--- src/rtl/parking_gate_ctrl.sv ---
// Entry/exit lane front-end for the Parking counter: synchronizes and debounces raw
// loop/badge levels, gates entries on vacancy, and times the barrier-open windows.
module parking_gate_ctrl #(
   parameter int unsigned SYNC_STAGES         = 2,
   parameter int unsigned DEBOUNCE_CYCLES     = 4,
   parameter int unsigned BARRIER_OPEN_CYCLES = 8
) (
   input  logic clk,
   input  logic rst_n,
   input  logic entry_sensor,
   input  logic entry_badge,
   input  logic exit_sensor,
   input  logic exit_badge,
   input  logic ivs,
   input  logic uivs,
   output logic ci,
   output logic uci,
   output logic ce,
   output logic uce,
   output logic entry_gate_open,
   output logic exit_gate_open,
   output logic entry_reject
);

   typedef enum logic [2:0] {StIdle, StDebounce, StDecide, StOpen, StWaitClear} state_e;

   localparam logic [3:0] DebTarget  = 4'(DEBOUNCE_CYCLES);
   localparam logic [7:0] GateTarget = 8'(BARRIER_OPEN_CYCLES);

   logic [3:0]             raw;
   logic [SYNC_STAGES-1:0] sync_q [4];
   logic [1:0]             sens;
   logic [1:0]             badge;
   logic [1:0]             vac;

   // Lane 0 is entry, lane 1 is exit.
   state_e     state_q [2];
   state_e     state_d [2];
   logic [3:0] deb_q [2];
   logic [3:0] deb_d [2];
   logic [7:0] gate_cnt_q [2];
   logic [7:0] gate_cnt_d [2];
   logic [1:0] open_q, open_d;
   logic [1:0] gen_q, gen_d;
   logic [1:0] uni_q, uni_d;
   logic       rej_q, rej_d;

   assign raw   = {exit_badge, exit_sensor, entry_badge, entry_sensor};
   assign sens  = {sync_q[2][SYNC_STAGES-1], sync_q[0][SYNC_STAGES-1]};
   assign badge = {sync_q[3][SYNC_STAGES-1], sync_q[1][SYNC_STAGES-1]};
   // The exit lane never needs a free space.
   assign vac   = {1'b1, badge[0] ? uivs : ivs};

   always_ff @(posedge clk or negedge rst_n) begin
      if (!rst_n) begin
         for (int i = 0; i < 4; i++) begin
            sync_q[i] <= '0;
         end
      end else begin
         for (int i = 0; i < 4; i++) begin
            sync_q[i][0] <= raw[i];
            for (int s = 1; s < SYNC_STAGES; s++) begin
               sync_q[i][s] <= sync_q[i][s-1];
            end
         end
      end
   end

   // The decision is registered on the DEBOUNCE->DECIDE edge, so the pulse and the
   // first open cycle coincide with the single DECIDE cycle.
   always_comb begin
      rej_d = 1'b0;
      for (int l = 0; l < 2; l++) begin
         state_d[l]    = state_q[l];
         deb_d[l]      = deb_q[l];
         gate_cnt_d[l] = gate_cnt_q[l];
         open_d[l]     = open_q[l];
         gen_d[l]      = 1'b0;
         uni_d[l]      = 1'b0;
         unique case (state_q[l])
            StIdle: begin
               if (sens[l]) begin
                  state_d[l] = StDebounce;
                  deb_d[l]   = 4'd1;
               end
            end
            StDebounce: begin
               if (!sens[l]) begin
                  state_d[l] = StIdle;
                  deb_d[l]   = '0;
               end else if (deb_q[l] == DebTarget) begin
                  state_d[l] = StDecide;
                  deb_d[l]   = '0;
                  if (vac[l]) begin
                     gen_d[l]      = !badge[l];
                     uni_d[l]      = badge[l];
                     open_d[l]     = 1'b1;
                     gate_cnt_d[l] = 8'd1;
                  end else begin
                     rej_d = 1'b1;
                  end
               end else if (deb_q[l] != 4'hf) begin
                  deb_d[l] = deb_q[l] + 4'd1;
               end
            end
            StDecide, StOpen: begin
               if (!open_q[l] || gate_cnt_q[l] == GateTarget) begin
                  state_d[l]    = StWaitClear;
                  open_d[l]     = 1'b0;
                  gate_cnt_d[l] = '0;
               end else begin
                  state_d[l]    = StOpen;
                  gate_cnt_d[l] = gate_cnt_q[l] + 8'd1;
               end
            end
            StWaitClear: begin
               if (!sens[l]) begin
                  state_d[l] = StIdle;
               end
            end
            default: state_d[l] = StIdle;
         endcase
      end
   end

   always_ff @(posedge clk or negedge rst_n) begin
      if (!rst_n) begin
         for (int l = 0; l < 2; l++) begin
            state_q[l]    <= StIdle;
            deb_q[l]      <= '0;
            gate_cnt_q[l] <= '0;
         end
         open_q <= '0;
         gen_q  <= '0;
         uni_q  <= '0;
         rej_q  <= 1'b0;
      end else begin
         for (int l = 0; l < 2; l++) begin
            state_q[l]    <= state_d[l];
            deb_q[l]      <= deb_d[l];
            gate_cnt_q[l] <= gate_cnt_d[l];
         end
         open_q <= open_d;
         gen_q  <= gen_d;
         uni_q  <= uni_d;
         rej_q  <= rej_d;
      end
   end

   assign ci              = gen_q[0];
   assign uci             = uni_q[0];
   assign ce              = gen_q[1];
   assign uce             = uni_q[1];
   assign entry_gate_open = open_q[0];
   assign exit_gate_open  = open_q[1];
   assign entry_reject    = rej_q;

endmodule

--- config.mk ---
export PLATFORM = sky130hd
export DESIGN_NAME = parking_gate_ctrl
export DESIGN_NICKNAME = d
export VERILOG_FILES = /design/src/rtl/parking_gate_ctrl.sv
export SDC_FILE = /design/constraint.sdc
export NUM_CORES = 1
export LEC_CHECK = 0
export ABC_AREA = 0
export ABC_CLOCK_PERIOD_IN_PS = 2100
export CORE_AREA = 2 2 68 86
export CTS_CLUSTER_DIAMETER = 200
export DETAILED_ROUTE_END_ITERATION = 10
export DIE_AREA = 0 0 70 88
export DONT_BUFFER_PORTS = 1
export PLACE_DENSITY = 0.61
export SETUP_SLACK_MARGIN = 0.3
export SLEW_MARGIN = 20
export SYNTH_ARGS = -nofsm -noshare
export SYNTH_HDL_FRONTEND = slang
export SYNTH_SLANG_ARGS = --single-unit
--- constraint.sdc ---
create_clock -name clk -period 2.1 [get_ports clk]
set_clock_uncertainty 0.2 [all_clocks]
set_input_delay 0.525 -clock clk [delete_from_list [all_inputs] [get_ports clk]]
set_output_delay 0.525 -clock clk [all_outputs]
set_load 0.1 [all_outputs]
==> results of run 1 <==
final timing paths:
| check | endpoint | cells past startpoint | start | slack, ns |
|---|---|---|---|---|
| max | gate_cnt_q[7]$_DFFE_PN0P_ | 6 | deb_q[0]$_DFFE_PN0P_ | 0.22 |
| min in group asynchronous | open_q[1]$_DFFE_PN0P_ | 2 | rst_n | 0.51 |
| min reg2reg | sens[0]$_DFF_PN0_ | 0 | sync_q[6]$_DFF_PN0_ | 0.16 |
| max in group asynchronous | open_q[0]$_DFFE_PN0P_ | 2 | rst_n | 0.95 |
| min | sync_q[2]$_DFF_PN0_ | 0 | exit_sensor | 0.04 |
| max reg2reg | gate_cnt_q[7]$_DFFE_PN0P_ | 6 | deb_q[0]$_DFFE_PN0P_ | 0.22 |
power by group through the flow:
stage	clock [mW]	combinational, mW	sequential, mW
2_1_floorplan	0	0.503	1.20
3_3_place_gp	0	0.744	1.18
3_5_place_dp	0	0.765	1.19
4_1_cts	0.577	1.00	1.17
5_1_grt	0.617	1.27	1.23
6_report	0.554	1.15	1.19
layout make-up:
cell class / instances / share of cell area [%]
Inverter: 16 / 2.12
Sequential cell: 45 / 39.9
Timing Repair Buffer: 36 / 11.0
Tap cell: 64 / 2.83
Multi-Input combinational cell: 150 / 40.9
Clock inverter: 3 / 0.751
Clock buffer: 5 / 2.43
cells by family after synthesis:
logic type,share of synthesized area (%)
XOR/XNOR,0.405
flip-flops,52.1
AND/OR/NAND/NOR,21.6
adder cells (fa/ha/maj),4.63
AO/OA/AOI/OAI,16.9
multiplexers,0.984
buffers and inverters,3.42
critical path, stage by stage, from the launching register on:
cell and delay, ns:
dfrtp_1 0.40, inv_2 0.08, ha_4 0.12, nand3b_1 0.14, o31a_4 0.34, or4_1 0.40, a21oi_1 0.13
placed cells by master (no fill, tap or decap), types with 3 or more instances in the layout:
master    count
dfrtp_1      43
clkbuf_8      5
inv_2         6
nand3_1       8
nand4_1       5
nor2_1       15
buf_6         5
o21ai_2       4
a21oi_1      13
nand2b_1      4
a21oi_2       5
o21ai_1       8
ha_4          3
ha_1          5
or3_1         5
inv_1        10
nand2_1      15
and3_1        5
buf_4        29
what timing repair did:
item	in CTS	in global routing
hold endpoints to repair	45	0
gates resized for setup	30	18
buffers inserted	13	4
pin swaps	16	13
endpoints found under the setup margin	18	22
hold buffers	2	0
cloned	1	0
metrics by stage:
| stage | area (sq um) | total power [mW] |
|---|---|---|
| floorplan | 2190 | 1.71 |
| global placement | 2370 | 1.93 |
| detailed placement | 2370 | 1.95 |
| CTS | 2710 | 2.75 |
| global route | 2830 | 3.11 |
| finish | 2830 | 2.90 |
layer usage:
layer	up-vias	track usage, %
li1	858	-
met2	18	28.4
met5	-	0
met3	5	3.11
met1	849	19.4
met4	0	6.29
sequential cells by signal, summed over array words and instances (netlist names):
name	flops
entry_reject	1
open_q	2
sens	2
gen_q	2
badge	2
gate_cnt_q	16
sync_q	4
deb_q	8
state_q	6
uni_q	2
Yosys cell counts, types with 3 or more instances:
master    count
a211oi_1      3
a21oi_1      18
and3_1        6
dfrtp_1      45
ha_1          8
inv_1        15
nand2_1      15
nand2b_1      4
nand3_1       8
nand4_1       5
nor2_1       15
nor3_1        3
o21ai_1      13
o22ai_1       3
o31ai_1       3
or3_1         6
==> impl_metrics.ini, run 1 <==
[detailed_routing]
top_layer = met4
detail-route-antenna-nets = 0
drc_errors = 0
vias_per_cell = 5.42
drt_pass1_iterations = 4
wl_met1_um = 2110
met3_length_um = 99
met2_length_um = 2450
vias = 1730
wl_um = 4700
wire_per_inst_um = 14.7
drt_iter0_markers = 92

[pwr]
p_comb_share_pct = 39.7
leakage_nw = 1.27
powerDensity_nw_per_um2 = 1020
p_sw_share_pct = 37.4
seqPwrFrac_pct = 41.2
ir_worst_vdd_mv = 0.548
clkPwrFrac_pct = 19.1
p_sw_mw = 1.08
p_int_mw = 1.82

[synth]
ys_async_sr_fraction_pct = 100
ys_types = 48
syn_inst = 214
synthesis.area_sq_um = 2160
synth-seq-cells = 45
synth_ff_type = dfrtp_1
syn_nets = 230
ys_seq_area_share_pct = 52.1
synth_top_area_share_pct = 52.1
yosys.area.top_type = dfrtp_1
synthTopCellsByArea = dfrtp_1 (52%), ha_1 (4.6%), a21oi_1 (4.2%), o21ai_1 (3.0%), inv_1 (2.6%)
avgSynthCellArea_sq_um = 10.1
synth_edf_count = 0
ys_warn_count = 0

[critical_path]
cp-end-kind = flip-flop
crit_type = reg -> reg
path_max_fanout = 7
start_kind = flip-flop
arrival_ns = 1.91
required_ns = 2.13

[global_route]
grt_overflow = 0
track_usage_pct = 16.0
grt_max_degree = 46
grt_pass1_vias = 1744
grt_pass1_wl_um = 7800
grt_antenna_before_repair = 0

[timing]
fmax_mhz = 533
grt_setup_unrepaired = yes
slew_headroom_pct = 77.3
whs_ns = 0.0406
report.final.slew_viol_count = 0
fin_setup_tns_ns = 0
setup_ws_ns = 0.224
fin_crit_sh_pct = 89.4
hold_viol = 0
fin_crit_ns = 1.88
worst_pin_slew_ns = 0.340
setup_viol_count_final = 0

[clocking]
htreeDepth = 2
clockBufferDepth = 2
path_clk_slew_ns = 0.09
root_buffer = clkbuf_8
cts_buffers = 5
insertion_delay_ns = 0.30
cts.sinks = 45
cts_tree = done

[die]
die_h_um = 88
dieArea_sq_um = 6160
rows = 30
die_x_um = 70
ios = 15
core_sq_um = 5330
start_util_pct = 40.5

[place]
dp_cells = 291
dp_slack_ns = 0.108
dp_hpwl_um = 2860
gp_congestion = 0.755
numPortBuffers = 0

[finish]
final_core_util_pct = 53.1
area_growth_pct = 31.0
ff_latch_area_sq_um = 1130
fin_nets = 270
fillCellCount = 478
drive_above_1_share_pct = 31.4
multiInputGateArea_sq_um = 1160
num_antenna_cells = 0
layoutNonFillerInstCount = 319

[worst_hold_path]
hold_path_class = in -> reg

[run]
drv_cap = 0

[status]
status = finished, final reports clean
(Power assumes the default switching activity.)
==> run 2: changes to the inputs <==
--- a/config.mk
+++ b/config.mk
@@ -5,14 +5,15 @@
 export SDC_FILE = /design/constraint.sdc
 export NUM_CORES = 1
 export LEC_CHECK = 0
-export ABC_AREA = 0
+export ABC_AREA = 1
 export ABC_CLOCK_PERIOD_IN_PS = 2100
-export CORE_AREA = 2 2 68 86
+export CORE_AREA = 2 2 71 90
 export CTS_CLUSTER_DIAMETER = 200
 export DETAILED_ROUTE_END_ITERATION = 10
-export DIE_AREA = 0 0 70 88
+export DIE_AREA = 0 0 73 92
 export DONT_BUFFER_PORTS = 1
 export PLACE_DENSITY = 0.61
+export RECOVER_POWER = 50
 export SETUP_SLACK_MARGIN = 0.3
 export SLEW_MARGIN = 20
 export SYNTH_ARGS = -nofsm -noshare
==> impl_metrics.ini, run 2 <==
[status]
status = finished, final reports clean

[synth]
synth_edf_count = 0
synth_ff_type = dfrtp_1
ys_warn_count = 0
ys_top_cells_by_count = nand2_1 (89), dfrtp_1 (45), inv_1 (41), nand3_1 (29), nor2_1 (22)
ys_types = 27
ys_seq_area_share_pct = 47.1
yosys.area.top_type = dfrtp_1
synthesis.area_sq_um = 2390
syn_nets = 315
synth_top_area_share_pct = 47.1
synthTopCellsByArea = dfrtp_1 (47%), nand2_1 (14%), inv_1 (6.4%), nand3_1 (6.1%), ha_1 (4.2%)
yosysMostFrequentCell = nand2_1
ys_async_sr_fraction_pct = 100
avgSynthCellArea_sq_um = 7.99
synth-seq-cells = 45
syn_inst = 299

[timing]
fin_crit_sh_pct = 79.7
report.final.slew_viol_count = 0
fmax_mhz = 597
setup_ws_ns = 0.425
grt_setup_unrepaired = yes
fin_setup_tns_ns = 0
hold_viol = 0
setup_viol_count_final = 0
fin_crit_ns = 1.67
worst_pin_slew_ns = 0.363
slew_headroom_pct = 75.8

[pwr]
finalPower_mw = 3.30
ir_worst_vdd_mv = 0.917
leakage_nw = 1.40
powerDensity_nw_per_um2 = 1220

[finish]
mostFrequentLayoutCells = nand2_1 (88), dfrtp_1 (45), inv_1 (41), nand3_1 (27), nor2_1 (21)
drive_above_1_share_pct = 13.4
final_common_cell = nand2_1
num_antenna_cells = 0
area_growth_pct = 13.2
fin_nets = 329
largest-register = gate_cnt_q
largest_register_ffs = 16
largestRegisters = gate_cnt_q (16), deb_q (8), state_q (6)

[clocking]
cts.sinks = 45
insertion_delay_ns = 0.30
post_cts_buffers = 0
path_clk_slew_ns = 0.09
root_buffer = clkbuf_8
htreeDepth = 2
clockBufferDepth = 2
cts_buffers = 5
cts_tree = done

[global_route]
grt_pass1_wl_um = 8400
met2_usage_pct = 26.2
grt_overflow = 0
met1_usage_pct = 19.9
grt_pass1_vias = 1865
track_usage_pct = 15.8
busiest_layer = met2
grt_max_degree = 46
grt_antenna_before_repair = 0
grt_use_met3_pct = 3.30

[critical_path]
cp_slowest_cell = dfrtp_1
worst_path_largest_cell_delay_ns = 0.36
crit_type = reg -> out
critPathBufInv = 1
start_kind = flip-flop
path_cells = buf_4
path_max_fanout = 2
cp-end-kind = output port
rrSetupSlack_ns = 0.47
crit_family = flip-flops
required_ns = 1.37
arrival_ns = 0.95

[detailed_routing]
vias = 1873
detail-route-antenna-nets = 0
wl_um = 4520
wire_per_inst_um = 11.8
drt_pass1_iterations = 4
vias_per_cell = 4.90
drt_iter0_markers = 125
drc_errors = 0

[die]
dieArea_sq_um = 6720
die_x_um = 73
start_util_pct = 40.1
rows = 32
core_sq_um = 5970
ios = 15
die_h_um = 92

[worst_hold_path]
hold_path_class = in -> reg

[run]
drv_cap = 0

[place]
gp_congestion = 0.806
dp_hpwl_um = 3250
dp_slack_ns = 0.205
numPortBuffers = 0
## run 2: path summary, 6_finish.rpt
| kind | from | endpoint | cells after the start |
|---|---|---|---|
| max reg2reg | deb_q[4]$_DFFE_PN0P_ | open_q[0]$_DFFE_PN0P_ | 9 |
| max | open_q[1]$_DFFE_PN0P_ | exit_gate_open | 1 |
| max in group asynchronous | rst_n | deb_q[0]$_DFFE_PN0P_ | 2 |
| min reg2reg | sync_q[2]$_DFF_PN0_ | sens[1]$_DFF_PN0_ | 0 |
| min | exit_badge | sync_q[0]$_DFF_PN0_ | 0 |
| min in group asynchronous | rst_n | gate_cnt_q[7]$_DFFE_PN0P_ | 2 |
## run 2: what timing repair did
action	4_1_cts	5_1_grt
hold endpoints to repair	45	0
hold buffers	2	0
endpoints found under the setup margin	12	18
gates resized for setup	1	5
pin swaps	0	0
## run 2: cells by family after synthesis
| kind of cell | count (synthesis) | share of synthesized area (%) |
|---|---|---|
| adders and majority gates | 8 | 4.19 |
| and+or+nand+nor | 170 | 33.1 |
| buffers and inverters | 46 | 7.70 |
| DFF | 45 | 47.1 |
| xor gates and xnor gates | 5 | 1.83 |
| AOI/OAI and AO/OA | 25 | 6.07 |
## run 2: final cells by class
cell class | instances | area (sq um)
clock inverters | 3 | 65.1
fillers | 584 | 3260
repair buffers | 9 | 90.1
flip-flops and latches | 45 | 1130
clock buffers | 5 | 68.8
well taps | 68 | 85.1
multi-input cells | 208 | 1100
inverters | 44 | 165
## run 2: metrics by stage
stage	util (%)	hold WS (ns)	instance area [sq um]	instances
6_report	45.3	0.0409	2710	382
5_1_grt	45.3	0.0175	2710	382
4_1_cts	45.0	0.0292	2680	382
3_5_place_dp	42.1	0.0307	2510	372
3_3_place_gp	42.1	0.0308	2510	372
2_1_floorplan	-	0.0294	2390	299
## run 2: power by group
group | internal, mW | switching, mW | total [mW]
clock network | 0.473 | 0.304 | 0.777
registers | 1.04 | 0.175 | 1.22
logic | 0.423 | 0.884 | 1.31
## run 2: metal layers
| metal | up-vias | wire length [um] |
|---|---|---|
| li1 | 980 | - |
| met3 | 7 | 143 |
| met5 | - | 0 |
| met4 | 0 | 68 |
| met1 | 859 | 2030 |
| met2 | 27 | 2270 |
==> run 3: changes to the inputs <==
--- a/config.mk
+++ b/config.mk
@@ -6,13 +6,13 @@
 export NUM_CORES = 1
 export LEC_CHECK = 0
 export ABC_AREA = 1
-export ABC_CLOCK_PERIOD_IN_PS = 2100
+export ABC_CLOCK_PERIOD_IN_PS = 1700
 export CORE_AREA = 2 2 71 90
 export CTS_CLUSTER_DIAMETER = 200
 export DETAILED_ROUTE_END_ITERATION = 10
 export DIE_AREA = 0 0 73 92
 export DONT_BUFFER_PORTS = 1
-export PLACE_DENSITY = 0.61
+export PLACE_DENSITY = 0.59
 export RECOVER_POWER = 50
 export SETUP_SLACK_MARGIN = 0.3
 export SLEW_MARGIN = 20
==> constraint.sdc (replaced) <==
create_clock -name clk -period 1.7 [get_ports clk]
set_clock_uncertainty 0.2 [all_clocks]
set_input_delay 0.425 -clock clk [delete_from_list [all_inputs] [get_ports clk]]
set_output_delay 0.425 -clock clk [all_outputs]
set_load 0.1 [all_outputs]
==> impl_metrics.ini, run 3 (synthesized netlist as in run 2, its figures left out) <==
[global_route]
grt_antenna_before_repair = 0
grt_pass1_vias = 2015
grt_max_degree = 46
track_usage_pct = 16.4
grt_pass1_wl_um = 8690
grt_overflow = 0

[timing]
slew_headroom_pct = 79.7
hold_viol = 45
report.final.slew_viol_count = 0
fin_crit_ns = 1.60
fin_crit_sh_pct = 94.2
worst_pin_slew_ns = 0.304
fmax_mhz = 624
whs_ns = -0.398
grt_setup_unrepaired = yes
fin_setup_tns_ns = 0
setup_viol_count_final = 0

[critical_path]
arrival_ns = 0.98
required_ns = 1.07
critPathBufInv = 1
crit_family = flip-flops
cp_slowest_cell = dfrtp_4
cp-end-kind = output port
startpoint = open_q[1]$_DFFE_PN0P_
path_cells = buf_12
rrSetupSlack_ns = 0.17
worst_path_largest_cell_delay_ns = 0.50
crit_type = reg -> out
path_max_fanout = 2
reg2reg_from = state_q[2]$_DFFE_PN0P_
start_kind = flip-flop

[detailed_routing]
met3_length_um = 111
vias = 2122
wire_per_inst_um = 12.8
wl_um = 5450
drt_pass1_iterations = 4
drc_errors = 0
detail-route-antenna-nets = 0
top_layer = met4
vias_per_cell = 5.00
met2_length_um = 2960
wl_met1_um = 2280
drt_iter0_markers = 66

[finish]
mostFrequentLayoutCells = nand2_1 (70), buf_4 (36), dfrtp_1 (34), inv_1 (27)
largest-register = gate_cnt_q
num_antenna_cells = 0
fillCellCount = 516
largestRegisters = gate_cnt_q (16), deb_q (8), state_q (6)
layoutNonFillerInstCount = 424
largest_register_ffs = 16
final_common_cell = nand2_1
final_core_util_pct = 56.6
drive_above_1_share_pct = 44.7
area_growth_pct = 41.3
fin_nets = 371

[run]
drv_cap = 0

[die]
dieArea_sq_um = 6720
core_sq_um = 5970
rows = 32
start_util_pct = 40.1
die_h_um = 92
ios = 15
die_x_um = 73

[pwr]
leakage_nw = 1.64
ir_worst_vdd_mv = 0.907
powerDensity_nw_per_um2 = 1520

[clocking]
cts_tree = done
cts.sinks = 45
cts_hold_buf = 4
htreeDepth = 2
cts_buffers = 5
root_buffer = clkbuf_8
clockBufferDepth = 2
insertion_delay_ns = 0.30
path_clk_slew_ns = 0.09

[place]
dp_cells = 372
numPortBuffers = 0
gp_congestion = 0.820
dp_hpwl_um = 3290

[worst_hold_path]
hold_path_class = in -> async

[status]
violations = hold timing
status = finished, violations left
run 3: layer usage:
| layer | GRT usage (%) | up-vias |
|---|---|---|
| li1 | - | 1061 |
| met1 | 18.0 | 1026 |
| met2 | 29.6 | 25 |
| met3 | 3.30 | 10 |
| met4 | 7.10 | 0 |
| met5 | 0 | - |
run 3: power breakdown:
part | total [mW] | switching [mW] | internal [mW]
clock network | 0.689 | 0.397 | 0.292
logic | 2.90 | 1.59 | 1.31
registers | 1.56 | 0.253 | 1.30
run 3: through the flow:
| stage | worst slack [ns] | total power, mW | instance area (sq um) |
|---|---|---|---|
| 6_report | 0.0983 | 5.14 | 3380 |
| 5_1_grt | 0.0665 | 5.51 | 3380 |
| 3_5_place_dp | 0.161 | 3.22 | 2580 |
| 4_1_cts | 0.0905 | 4.66 | 3130 |
| 2_1_floorplan | 0.297 | 2.82 | 2450 |
| 3_3_place_gp | 0.168 | 3.19 | 2580 |
run 3: cell type report:
cell class	count	area (sq um)	area share (%)
well taps	68	85.1	2.52
clock buffers	5	68.8	2.04
inverters	44	165	4.89
clock inverters	3	22.5	0.667
repair buffers	51	452	13.4
flip-flops and latches	45	1160	34.3
multi-input cells	208	1430	42.2
run 3: final timing paths:
check,to,cells after the start
min in group clk,uni_q[0]$_DFF_PN0_,2
worst max-delay path,exit_gate_open,1
worst max register to register,deb_q[3]$_DFFE_PN0P_,7
max in group asynchronous,open_q[0]$_DFFE_PN0P_,0
worst min-delay path,deb_q[3]$_DFFE_PN0P_,0
worst min register to register,badge[0]$_DFF_PN0_,0
run 3: timing repair:
item	CTS	global route
pin swaps	24	26
buffers inserted	28	12
hold endpoints to repair	49	45
endpoints found under the setup margin	42	44
gates resized for setup	64	47
run 3: worst register-to-register path, cell delays in order, from the launching register on:
cell and delay (ns):
dfrtp_2 0.43, nor2_4 0.14, nand2_4 0.10, nor2_4 0.19
nand3_2 0.11, nand2_4 0.14, nand2_2 0.06, o21ai_1 0.08
